$ cat src/rtl/residual_fifo_pkg.sv
// Shared constants and helpers for the residual FIFO between the LPC encoder
// and the Rice/residual coder.
package residual_fifo_pkg;

    localparam int RESIDUAL_WIDTH      = 16;
    localparam int RESIDUAL_FIFO_DEPTH = 16;

    // Encoding is {write, read} so the helper below can build it by concatenation.
    typedef enum logic [1:0] {
        OP_NONE = 2'b00,
        OP_POP  = 2'b01,
        OP_PUSH = 2'b10,
        OP_BOTH = 2'b11
    } fifo_op_e;

    function automatic fifo_op_e fifo_op(input logic wr, input logic rd);
        return fifo_op_e'({wr, rd});
    endfunction

endpackage

$ cat src/rtl/residual_fifo_ram.sv
// Simple dual-port storage for the residual FIFO: synchronous write,
// asynchronous read, intended to map onto distributed RAM.
module residual_fifo_ram
    import residual_fifo_pkg::*;
#(
    parameter int DW    = RESIDUAL_WIDTH + 1,
    parameter int DEPTH = RESIDUAL_FIFO_DEPTH,
    localparam int AW   = $clog2(DEPTH)
) (
    input  logic          iClock,
    input  logic          iWrEn,
    input  logic [AW-1:0] iWrAddr,
    input  logic [DW-1:0] iWrData,
    input  logic [AW-1:0] iRdAddr,
    output logic [DW-1:0] oRdData
);

    // No reset on storage: contents are only meaningful behind the pointers.
    logic [DW-1:0] mem_q [DEPTH];

    always_ff @(posedge iClock) begin
        if (iWrEn) begin
            mem_q[iWrAddr] <= iWrData;
        end
    end

    assign oRdData = mem_q[iRdAddr];

endmodule

$ cat src/rtl/residual_fifo.sv
// First-word fall-through residual FIFO with block-end tags, occupancy and
// complete-block counts, and a sticky overflow flag.
module residual_fifo
    import residual_fifo_pkg::*;
#(
    parameter int WIDTH = RESIDUAL_WIDTH,
    parameter int DEPTH = RESIDUAL_FIFO_DEPTH,
    localparam int AW   = $clog2(DEPTH)
) (
    input  logic                    iClock,
    input  logic                    iReset,
    input  logic                    iFlush,
    input  logic                    iValid,
    input  logic                    iLast,
    input  logic signed [WIDTH-1:0] iResidual,
    output logic                    oReady,
    output logic                    oValid,
    output logic signed [WIDTH-1:0] oResidual,
    output logic                    oLast,
    input  logic                    iReady,
    output logic [AW:0]             oCount,
    output logic [AW:0]             oBlocks,
    output logic                    oOverflow
);

    localparam logic [AW:0] FULL_COUNT = (AW+1)'(DEPTH);

    logic [AW:0]    wr_ptr_q, wr_ptr_d;
    logic [AW:0]    rd_ptr_q, rd_ptr_d;
    logic [AW:0]    count_q, count_d;
    logic [AW:0]    blocks_q, blocks_d;
    logic           overflow_q, overflow_d;

    logic           full, empty;
    logic           wr_fire, rd_fire;
    logic [WIDTH:0] head_entry;
    fifo_op_e       op;

    // Wrap bit differs and index matches -> full; identical pointers -> empty.
    assign full  = (wr_ptr_q[AW] != rd_ptr_q[AW]) &&
                   (wr_ptr_q[AW-1:0] == rd_ptr_q[AW-1:0]);
    assign empty = (wr_ptr_q == rd_ptr_q);

    // Flush discards any same-cycle transfer, including the RAM write.
    assign wr_fire = iValid && !full && !iFlush;
    assign rd_fire = iReady && !empty && !iFlush;
    assign op      = fifo_op(wr_fire, rd_fire);

    residual_fifo_ram #(
        .DW    (WIDTH + 1),
        .DEPTH (DEPTH)
    ) u_ram (
        .iClock  (iClock),
        .iWrEn   (wr_fire),
        .iWrAddr (wr_ptr_q[AW-1:0]),
        .iWrData ({iLast, iResidual}),
        .iRdAddr (rd_ptr_q[AW-1:0]),
        .oRdData (head_entry)
    );

    always_comb begin
        wr_ptr_d   = wr_ptr_q;
        rd_ptr_d   = rd_ptr_q;
        count_d    = count_q;
        blocks_d   = blocks_q;
        overflow_d = overflow_q;

        if (iFlush) begin
            wr_ptr_d   = '0;
            rd_ptr_d   = '0;
            count_d    = '0;
            blocks_d   = '0;
            overflow_d = 1'b0;
        end else begin
            if (iValid && full) begin
                overflow_d = 1'b1;
            end
            if (wr_fire) begin
                wr_ptr_d = wr_ptr_q + 1'b1;
            end
            if (rd_fire) begin
                rd_ptr_d = rd_ptr_q + 1'b1;
            end

            unique case (op)
                OP_PUSH: count_d = count_q + 1'b1;
                OP_POP:  count_d = count_q - 1'b1;
                default: count_d = count_q;
            endcase

            blocks_d = blocks_q + (AW+1)'(wr_fire && iLast)
                                - (AW+1)'(rd_fire && head_entry[WIDTH]);
        end
    end

    always_ff @(posedge iClock or posedge iReset) begin
        if (iReset) begin
            wr_ptr_q   <= '0;
            rd_ptr_q   <= '0;
            count_q    <= '0;
            blocks_q   <= '0;
            overflow_q <= 1'b0;
        end else begin
            wr_ptr_q   <= wr_ptr_d;
            rd_ptr_q   <= rd_ptr_d;
            count_q    <= count_d;
            blocks_q   <= blocks_d;
            overflow_q <= overflow_d;
        end
    end

    assign oReady    = !full;
    assign oValid    = !empty;
    assign oResidual = head_entry[WIDTH-1:0];
    assign oLast     = head_entry[WIDTH];
    assign oCount    = count_q;
    assign oBlocks   = blocks_q;
    assign oOverflow = overflow_q;

    // Pointer-derived flags and the occupancy counter are kept independently.
    assert property (@(posedge iClock) disable iff (iReset)
        (full == (count_q == FULL_COUNT)) && (empty == (count_q == '0)));

endmodule

$ cat config.mk
export PLATFORM = sky130hd
export DESIGN_NAME = residual_fifo
export DESIGN_NICKNAME = d
export VERILOG_FILES = /design/src/rtl/residual_fifo_pkg.sv /design/src/rtl/residual_fifo_ram.sv /design/src/rtl/residual_fifo.sv
export SDC_FILE = /design/constraint.sdc
export NUM_CORES = 1
export LEC_CHECK = 0
export CAP_MARGIN = 15
export CORE_ASPECT_RATIO = 0.6
export CORE_MARGIN = 2
export CORE_UTILIZATION = 38
export DETAILED_ROUTE_END_ITERATION = 8
export GPL_TIMING_DRIVEN = 1
export HOLD_SLACK_MARGIN = 0.05
export PLACE_DENSITY = 0.62
export SYNTH_ARGS = -nofsm -noshare
export SYNTH_HDL_FRONTEND = slang
export SYNTH_SLANG_ARGS = --single-unit
export TNS_END_PERCENT = 20
$ cat constraint.sdc
create_clock -name iClock -period 5.3 [get_ports iClock]
set_clock_uncertainty 0.15 [all_clocks]
set_input_delay 1.06 -clock iClock [delete_from_list [all_inputs] [get_ports iClock]]
set_output_delay 1.06 -clock iClock [all_outputs]
set_load 0.01 [all_outputs]
==> results.cfg, run 1 <==
[cts]
htree_levels = 1
ctsHoldBuffers = 0
numCtsBuffers = 27
clk_pin_slew_ns = 0.06
cts_root_buf = clkbuf_16
post_cts_buffers = 0
cts_buffer_depth = 3
clk_latency_ns = 0.55
clock_sinks = 293
cts_resized = 0
cts_tree = done

[worst_setup_path]
worstPathArrival_ns = 3.31
cp-end-kind = output port
cp-start-kind = flip-flop
worstSetupPathType = flip-flop to output port
path_max_fanout = 26
required_ns = 4.09

[power]
p_leak_nw = 4.44
ir_drop_uv = 243
power_density_mw_per_mm2 = 384

[synth]
async_reset_ff_frac = 0.0717
yosysWarningCount = 0
yosysMostFrequentCell = edfxtp_1
synth_top_area_share = 0.678
synth_common_cells = 272 x edfxtp_1, 52 x mux4_2, 30 x nor2_1
synth_area_mm2 = 0.0120
synthTopCellsByArea = edfxtp_1 68%, mux4_2 9.7%, dfrtp_1 4.4%
syn_nets = 649
synth_edf_count = 272
synth_top_area_cell = edfxtp_1
yosysUniqueCellTypes = 43
syn_inst = 612
ys.flop_type = edfxtp_1
syn-mean-instance-area_um2 = 19.7
ys_seq_elements = 293
ys_seq_area_frac = 0.722

[final_layout]
nets = 714
seq_area_mm2 = 0.00870
nFillCells = 2589
diodes = 0
multi_input_area_mm2 = 0.00311
drive_above_1_share = 0.192
stdcell_count = 1114
syn2layout_area_growth_pct = 15.6

[floorplanning]
die_area_mm2 = 0.0332
start_util = 0.386
fp.coreArea_mm2 = 0.0312
boundaryPins = 52
fp.dieH_um = 142
die_x_um = 234
num_rows = 50

[timing]
maxSlewHeadroom = 0.281
fin_crit_ns = 4.52
worst_pin_slew_ns = 1.08
final.setup.tns_ns = 0
slew_violations = 0
timing.final.hold_violations = 0
post-route-period-util = 0.853
clock.fmax_ghz = 0.221
finalSetupViolCount = 0
rsz0062_at_grt = no

[route]
route.detailed.drc = 0
routedWlPerCell_um = 23.3
viasPerCell = 5.31
final_antenna_net_count = 0
dr_total_vias = 5913
postRouteWirelength_um = 25900
initialDrtViolationCount = 556
first_pass_iters = 4

[job]
drv_cap = 0

[place]
dpl.hpwl_um = 15100
port_buffers = 51
gp_congestion = 0.814
dp_cells = 1064

[global_route]
grt_max_degree = 41
grt_pass1_wl_um = 38700
antenna_found_initial = 0
track_usage = 0.160
grt_pass1_vias = 6050
grt-ovfl-total = 0

[min_path]
holdCritPathClass = flip-flop to flip-flop

[status]
run_status = completed
final timing paths:
path                             startpoint      endpoint  slack (ns)  cells after the start
worst min-delay path              oOverflow     oOverflow        0.42                      2
min in group asynchronous            iReset    oBlocks[2]        0.84                      2
worst min register to register    oOverflow     oOverflow        0.42                      2
max in group asynchronous            iReset   rd_ptr_q[0]        3.55                      2
worst max-delay path            rd_ptr_q[0]  oResidual[9]        0.78                      6
worst max register to register  rd_ptr_q[2]     oCount[4]        1.37                     12
cells in the final DEF, fill, tap and decap left out, types with 4 or more instances in the layout:
cell type,n
buf_4,18
clkinv_1,4
xor2_1,7
nor2_2,7
nor2_1,18
o21ai_0,4
nor2_4,5
and2_1,4
nand3_1,6
nor2b_1,20
clkbuf_1,9
nand4_1,5
a21oi_1,28
mux4_2,52
ha_1,13
clkdlybuf4s50_1,51
mux2i_1,22
edfxtp_1,272
mux4_1,16
a211oi_1,17
xnor2_1,8
xnor2_2,4
inv_1,19
dfrtp_1,18
clkbuf_16,27
per-layer routing:
| layer | GRT usage | part of all wire | routed length, µm | up-vias |
|---|---|---|---|---|
| met3 | 0.0285 | 0.045 | 1180 | 38 |
| met2 | 0.239 | 0.45 | 11600 | 161 |
| met5 | 0 | 0 | 0 | - |
| li1 | - | - | - | 2593 |
| met1 | 0.244 | 0.49 | 12600 | 3121 |
| met4 | 0.0373 | 0.020 | 521 | 0 |
state kept, by name, indices dropped and copies added (netlist names):
name         cells
u_ram.mem_q    272
rd_ptr_q         5
oBlocks          5
oCount           5
oOverflow        1
wr_ptr_q         5
cells by family after synthesis:
kind of cell    count (synthesis)  synth area share
mux                            92             0.153
buf+inv                        53            0.0246
simple gates                   77            0.0337
xor+xnor                       20            0.0177
flops                         293             0.722
compound gates                 62            0.0330
fa+ha+maj                      15            0.0168
where the power goes:
group          switching, W  internal [W]  total, W
combinational      0.000379      0.000434  0.000813
clock              0.000811       0.00108   0.00189
sequential        0.0000717       0.00257   0.00264
through the flow:
step | setup slack [ns] | cell area [µm²] | utilization | hold slack (ns) | power, W
finish | 0.779 | 13900 | 0.446 | 0.421 | 0.00534
detailed placement | 1.28 | 13100 | 0.419 | 0.390 | 0.00351
floorplan | 1.97 | 12000 | - | 0.379 | 0.00324
CTS | 0.689 | 13900 | 0.446 | 0.424 | 0.00540
global placement | 1.28 | 13100 | 0.419 | 0.406 | 0.00349
global route | 0.582 | 13900 | 0.446 | 0.478 | 0.00556
critical path, stage by stage, from the launching register on:
cell             delay [ns]
dfrtp_4                0.76
buf_4                  0.40
mux4_2                 0.54
nor2b_1                0.15
a211oi_1               0.28
a21oi_1                0.11
clkdlybuf4s50_1        0.51
area by class of cell:
class | instances | share of cell area
well taps | 416 | 0.0374
repair buffers | 70 | 0.0478
flip-flops and latches | 293 | 0.625
inverters | 19 | 0.00512
clock buffers | 39 | 0.0539
clock inverters | 11 | 0.00755
multi-input cells | 266 | 0.223
Note: power is estimated with default switching activity, not from simulation.
==> run 2: changes to the inputs <==
--- a/config.mk
+++ b/config.mk
@@ -6,13 +6,15 @@
 export NUM_CORES = 1
 export LEC_CHECK = 0
 export CAP_MARGIN = 15
+export CELL_PAD_IN_SITES_DETAIL_PLACEMENT = 1
+export CELL_PAD_IN_SITES_GLOBAL_PLACEMENT = 1
 export CORE_ASPECT_RATIO = 0.6
 export CORE_MARGIN = 2
 export CORE_UTILIZATION = 38
 export DETAILED_ROUTE_END_ITERATION = 8
 export GPL_TIMING_DRIVEN = 1
 export HOLD_SLACK_MARGIN = 0.05
-export PLACE_DENSITY = 0.62
+export PLACE_DENSITY = 0.7
 export SYNTH_ARGS = -nofsm -noshare
 export SYNTH_HDL_FRONTEND = slang
 export SYNTH_SLANG_ARGS = --single-unit
==> constraint.sdc (replaced) <==
create_clock -name iClock -period 4 [get_ports iClock]
set_clock_uncertainty 0.15 [all_clocks]
set_input_delay 0.8 -clock iClock [delete_from_list [all_inputs] [get_ports iClock]]
set_output_delay 0.8 -clock iClock [all_outputs]
set_load 0.01 [all_outputs]
==> run 2 against run 1 <==
Sequential power is 31% higher. Setup slack got worse by 0.65 ns. Final area up 2.5%. First-iteration DRC count shrank 22%. Utilization grew 1.1 points. Register-to-register slack got worse by 1.0 ns. Combinational power up 49%. Non-clock buffer count rose by 27.
==> results.cfg, run 2 (synthesis gave the netlist of run 1 again) <==
[status]
run_status = completed

[power]
power_density_mw_per_mm2 = 518
ir_drop_uv = 369
p_leak_nw = 4.64

[cts]
clk_pin_slew_ns = 0.07
numCtsBuffers = 28
ctsHoldBuffers = 0
cts_tree = done
clk_latency_ns = 0.55
cts_root_buf = clkbuf_16
clock_sinks = 293
cts_buffer_depth = 3
htree_levels = 1

[worst_setup_path]
cp-end-kind = output port
worstPathArrival_ns = 2.92
critPathLaunch = rd_ptr_q[0]
path_max_fanout = 28
crit_chain = buf_16 -> buf_4 -> mux4_2 -> mux2i_1 -> a21oi_1 -> clkdlybuf4s50_1
required_ns = 3.05
cp_top_family = buffers and inverters
worstSetupPathType = flip-flop to output port
worst-path-stages = 6
r2r-start = rd_ptr_q[0]
path_buf_inv = 3
r2r_cells = 17
slowest_delay_ns = 0.53
cp-start-kind = flip-flop
crit_slowest_cell = clkdlybuf4s50_1
reg2reg_slack_ns = 0.34

[route]
initialDrtViolationCount = 432
postRouteWirelength_um = 28700
routedWlPerCell_um = 25.1
viasPerCell = 5.30
final_antenna_net_count = 0
dr_total_vias = 6054
first_pass_iters = 5
route.detailed.drc = 0

[global_route]
met2_usage = 0.292
grt-ovfl-total = 0
use_met1 = 0.252
grt.met3_usage = 0.0287
track_usage = 0.177
grt_max_degree = 42
top_usage_layer = met2
grt_pass1_wl_um = 42900
grt_pass1_vias = 6519
antenna_found_initial = 0

[min_path]
hold_path.startpoint = oOverflow
holdCritPathClass = flip-flop to flip-flop
whs_path_depth = 2

[final_layout]
nets = 742
nFillCells = 2890
largest_reg_flops = 272
drive_above_1_share = 0.232
layout_commonest_cell = edfxtp_1
syn2layout_area_growth_pct = 18.5
final_cell_mix = 272 x edfxtp_1, 52 x mux4_2, 50 x clkdlybuf4s50_1, 39 x buf_4, 29 x clkbuf_16
stdcell_count = 1143
seq_area_mm2 = 0.00870
multi_input_area_mm2 = 0.00309
regMostFlops = u_ram.mem_q
diodes = 0

[timing]
fin_crit_ns = 3.87
maxSlewHeadroom = 0.391
layout_setup_ws_ns = 0.129
slew_violations = 0
timing.final.hold_violations = 0
worst_pin_slew_ns = 0.912
finalSetupViolCount = 0
clock.fmax_ghz = 0.258
post-route-period-util = 0.968

[floorplanning]
start_util = 0.386
boundaryPins = 52
die_area_mm2 = 0.0332
num_rows = 50
fp.coreArea_mm2 = 0.0312
fp.dieH_um = 142
die_x_um = 234

[place]
dp_slack_ns = 0.351
port_buffers = 51
gp_congestion = 0.783
dp_cells = 1088
dpl.hpwl_um = 17500

[job]
drv_cap = 0
## run 2: cell count changes in the layout (fill, tap and decap cells not counted), sizes merged, moves of 2 or more
cell	before	now
clkbuf	39	32
bufinv	2	4
clkinvlp	0	4
buf	19	46
inv	21	19
clkinv	7	12
## run 2: metrics by stage
step                total power [W]  area [µm²]  setup TNS, ns   util  hold slack, ns
CTS                         0.00746       14200              0  0.456           0.385
global route                0.00767       14300       -0.00558  0.457           0.429
floorplan                   0.00429       12000              0      -           0.379
global placement            0.00468       13300              0  0.426           0.355
detailed placement          0.00472       13300              0  0.426           0.348
finish                      0.00739       14300              0  0.457           0.372
## run 2: path summary, 6_finish.rpt
| path | endpoint |
|---|---|
| worst max register to register | oBlocks[4] |
| worst max-delay path | oResidual[5] |
| min in group asynchronous | oBlocks[4] |
| worst min register to register | oOverflow |
| worst min-delay path | oOverflow |
| max in group asynchronous | rd_ptr_q[1] |
## run 2: report_power, final
group	total [W]	switching [W]	internal [W]	leakage, nW
logic	0.00121	0.000574	0.000638	1.46
clock network	0.00273	0.00115	0.00158	0.453
registers	0.00345	0.0000457	0.00340	2.73
total	0.00739	0.00177	0.00562	4.64
## run 2: tightest hold or removal path, delay by kind of cell (launching register included)
family / cells / cell delay [ns]
AND/OR/NAND/NOR: 1 / 0.08
AO/OA/AOI/OAI: 1 / 0.04
flip-flops: 1 / 0.35
## run 2: area by class of cell
type / instances / area share
Sequential cell: 293 / 0.610
Multi-Input combinational cell: 266 / 0.217
Tap cell: 416 / 0.0365
Clock inverter: 20 / 0.0143
Inverter: 19 / 0.00500
Timing Repair Buffer: 97 / 0.0662
Clock buffer: 32 / 0.0516
## run 2: layer usage
metal | vias to the layer above | share of wire
li1 | 2653 | -
met1 | 3219 | 0.44
met2 | 149 | 0.47
met3 | 33 | 0.069
met4 | 0 | 0.016
met5 | - | 0
## run 2: repair_timing
| item | in CTS | in global routing |
|---|---|---|
| endpoints found under the hold margin | 0 | 0 |
| gates resized for setup | 0 | 5 |
| setup buffers | 3 | 0 |
| setup endpoints to repair | 13 | 5 |
| pin swaps | 0 | 0 |
==> run 3: changes to the inputs <==
--- a/config.mk
+++ b/config.mk
@@ -14,8 +14,9 @@
 export DETAILED_ROUTE_END_ITERATION = 8
 export GPL_TIMING_DRIVEN = 1
 export HOLD_SLACK_MARGIN = 0.05
-export PLACE_DENSITY = 0.7
+export PLACE_DENSITY = 0.63
 export SYNTH_ARGS = -nofsm -noshare
 export SYNTH_HDL_FRONTEND = slang
+export SYNTH_HIERARCHICAL = 1
 export SYNTH_SLANG_ARGS = --single-unit
 export TNS_END_PERCENT = 20
==> constraint.sdc (replaced) <==
create_clock -name iClock -period 3.35 [get_ports iClock]
set_clock_uncertainty 0.15 [all_clocks]
set_input_delay 0.67 -clock iClock [delete_from_list [all_inputs] [get_ports iClock]]
set_output_delay 0.67 -clock iClock [all_outputs]
set_load 0.01 [all_outputs]
==> run 3 against run 2 <==
Sequential share of layout area fell by 1.2 points. Global-route usage grew 0.99 points. Worst hold slack worse by 0.039 ns. Sequential cell count unchanged. Clock-buffer cell count is 2 lower. Final cell count increased by 0.70%. Critical path depth is the same. Non-clock buffer count up 32. Sequential power increased by 19%. Clock power up 14%. Largest cell class unchanged.
==> results.cfg, run 3 <==
[synth]
ys_seq_elements = 293
synthTopCellsByArea = edfxtp_1 69%, mux4_2 12%, dfrtp_1 4.5%
syn-mean-instance-area_um2 = 19.9
ys.flop_type = edfxtp_1
syn_inst = 591
synth_area_mm2 = 0.0118
synth_common_cells = 272 x edfxtp_1, 65 x mux4_2, 36 x a22oi_1
yosysWarningCount = 6
synth_top_area_share = 0.695
synth_edf_count = 272
ys_seq_area_frac = 0.739
async_reset_ff_frac = 0.0717
yosysUniqueCellTypes = 53
syn_nets = 625
synth_top_area_cell = edfxtp_1
yosysMostFrequentCell = edfxtp_1

[final_layout]
nFillCells = 2792
final_area_mm2 = 0.0145
seq_area_mm2 = 0.00870
multi_input_area_mm2 = 0.00302
final_cell_mix = 272 x edfxtp_1, 65 x mux4_2, 56 x buf_4, 34 x clkdlybuf4s50_1, 29 x clkbuf_16
syn2layout_area_growth_pct = 23.7
layout_commonest_cell = edfxtp_1
largest_reg_flops = 272
drive_above_1_share = 0.346
regMostFlops = u_ram/mem_q
nets = 757

[global_route]
antenna_found_initial = 2
grt-ovfl-total = 0
track_usage = 0.187
grt_pass1_vias = 6755
grt_pass1_wl_um = 44300
grt_max_degree = 25

[cts]
numCtsBuffers = 29
cts_root_buf = clkbuf_16
htree_levels = 1
clk_latency_ns = 0.56
cts_tree = done
cts_buffer_depth = 3
clk_pin_slew_ns = 0.07
ctsHoldBuffers = 0
clock_sinks = 293

[timing]
finalSetupViolCount = 0
rsz0062_at_grt = yes
slew_violations = 0
maxSlewHeadroom = 0.589
whs_ns = 0.333
worst_pin_slew_ns = 0.615
final.setup.tns_ns = 0
timing.final.hold_violations = 0
post-route-period-util = 0.998
clock.fmax_ghz = 0.299
fin_crit_ns = 3.34

[job]
drv_cap = 0

[route]
initialDrtViolationCount = 580
dr_total_vias = 6219
postRouteWirelength_um = 29300
routedWlPerCell_um = 25.5
final_antenna_net_count = 0
first_pass_iters = 4
viasPerCell = 5.40
route.detailed.drc = 0

[power]
power_density_mw_per_mm2 = 615
ir_drop_uv = 379
p_leak_nw = 4.76
p_total_w = 0.00895

[place]
gp_congestion = 0.785
place_area_mm2 = 0.0132
port_buffers = 51
dpl.hpwl_um = 17500

[worst_setup_path]
path_max_fanout = 9
cp-end-kind = output port
slowest_delay_ns = 0.52
crit_slowest_cell = dfrtp_4
worstPathArrival_ns = 2.52
required_ns = 2.53
cp-start-kind = flip-flop
worstSetupPathType = flip-flop to output port
reg2reg_slack_ns = 0.02
crit_chain = buf_4 -> buf_12 -> mux4_2 -> a22oi_1 -> nand2_2 -> dlygate4sd2_1

[floorplanning]
num_rows = 49
fp.coreArea_mm2 = 0.0302
boundaryPins = 52
fp.dieH_um = 140
die_x_um = 231
die_area_mm2 = 0.0324
start_util = 0.389

[min_path]
holdCritPathClass = input pin to async pin

[status]
run_status = completed
-- run 3: cell types whose count changed after synthesis, moves of 5 or more --
cell / change
a22oi_1: +36
mux4_2: +13
mux2i_1: -19
mux4_1: -13
nand2_1: +22
nand4_1: -5
nor2b_1: -16
a21oi_1: -18
a211oi_1: -16
-- run 3: path summary, 6_finish.rpt --
kind	startpoint	end	cells after the start
worst max-delay path	rd_ptr_q[0]	oResidual[4]	6
worst min register to register	oOverflow	oOverflow	2
max in group asynchronous	iReset	rd_ptr_q[1]	3
worst max register to register	rd_ptr_q[0]	oBlocks[4]	16
min in group iClock	oOverflow	oOverflow	2
worst min-delay path	iReset	rd_ptr_q[0]	3
-- run 3: critical path: cells and delay by family (launching register included) --
kind	cells	cell delay [ns]
AO/OA/AOI/OAI	1	0.20
buffers and inverters	3	0.61
flip-flops	1	0.52
multiplexers	1	0.51
AND/OR/NAND/NOR	1	0.13
-- run 3: power breakdown --
group	internal [W]	switching, W
Clock	0.00173	0.00137
Combinational	0.000924	0.000805
Sequential	0.00406	0.0000560
-- run 3: layer usage --
layer | track usage | part of all wire | vias to the layer above
li1 | - | - | 2693
met1 | 0.280 | 0.47 | 3326
met2 | 0.285 | 0.45 | 164
met3 | 0.0387 | 0.058 | 36
met4 | 0.0360 | 0.017 | 0
met5 | 0 | 0 | -
-- run 3: repair_timing --
| action | in CTS | in global routing |
|---|---|---|
| buffers inserted | 13 | 3 |
| pin swaps | 5 | 13 |
| endpoints found under the setup margin | 18 | 16 |
| gates resized for setup | 66 | 28 |
| gates cloned | 5 | 0 |
-- run 3: cells by family after synthesis --
logic type,Yosys count,share of synthesized area
flops,293,0.739
simple gates,83,0.0344
compound gates,71,0.0452
mux,71,0.134
buf+inv,43,0.0192
xor+xnor,18,0.0140
fa+ha+maj,12,0.0140
-- run 3: area by class of cell --
cell class              count  share of cell area
well taps                 408              0.0351
clock buffers              30              0.0501
multi-input cells         255               0.208
diodes                      1            0.000172
flip-flops and latches    293               0.598
clock inverters            20              0.0109
inverters                  15             0.00387
repair buffers            129              0.0940
-- run 3: metrics by stage --
step / std cells / worst slack, ns / utilization
finish: 1151 / 0.00736 / 0.481
global route: 1150 / -0.0953 / 0.481
CTS: 1147 / -0.112 / 0.480
detailed placement: 1079 / -0.0451 / 0.438
global placement: 1079 / 0.0616 / 0.438
floorplan: 591 / -0.0556 / -
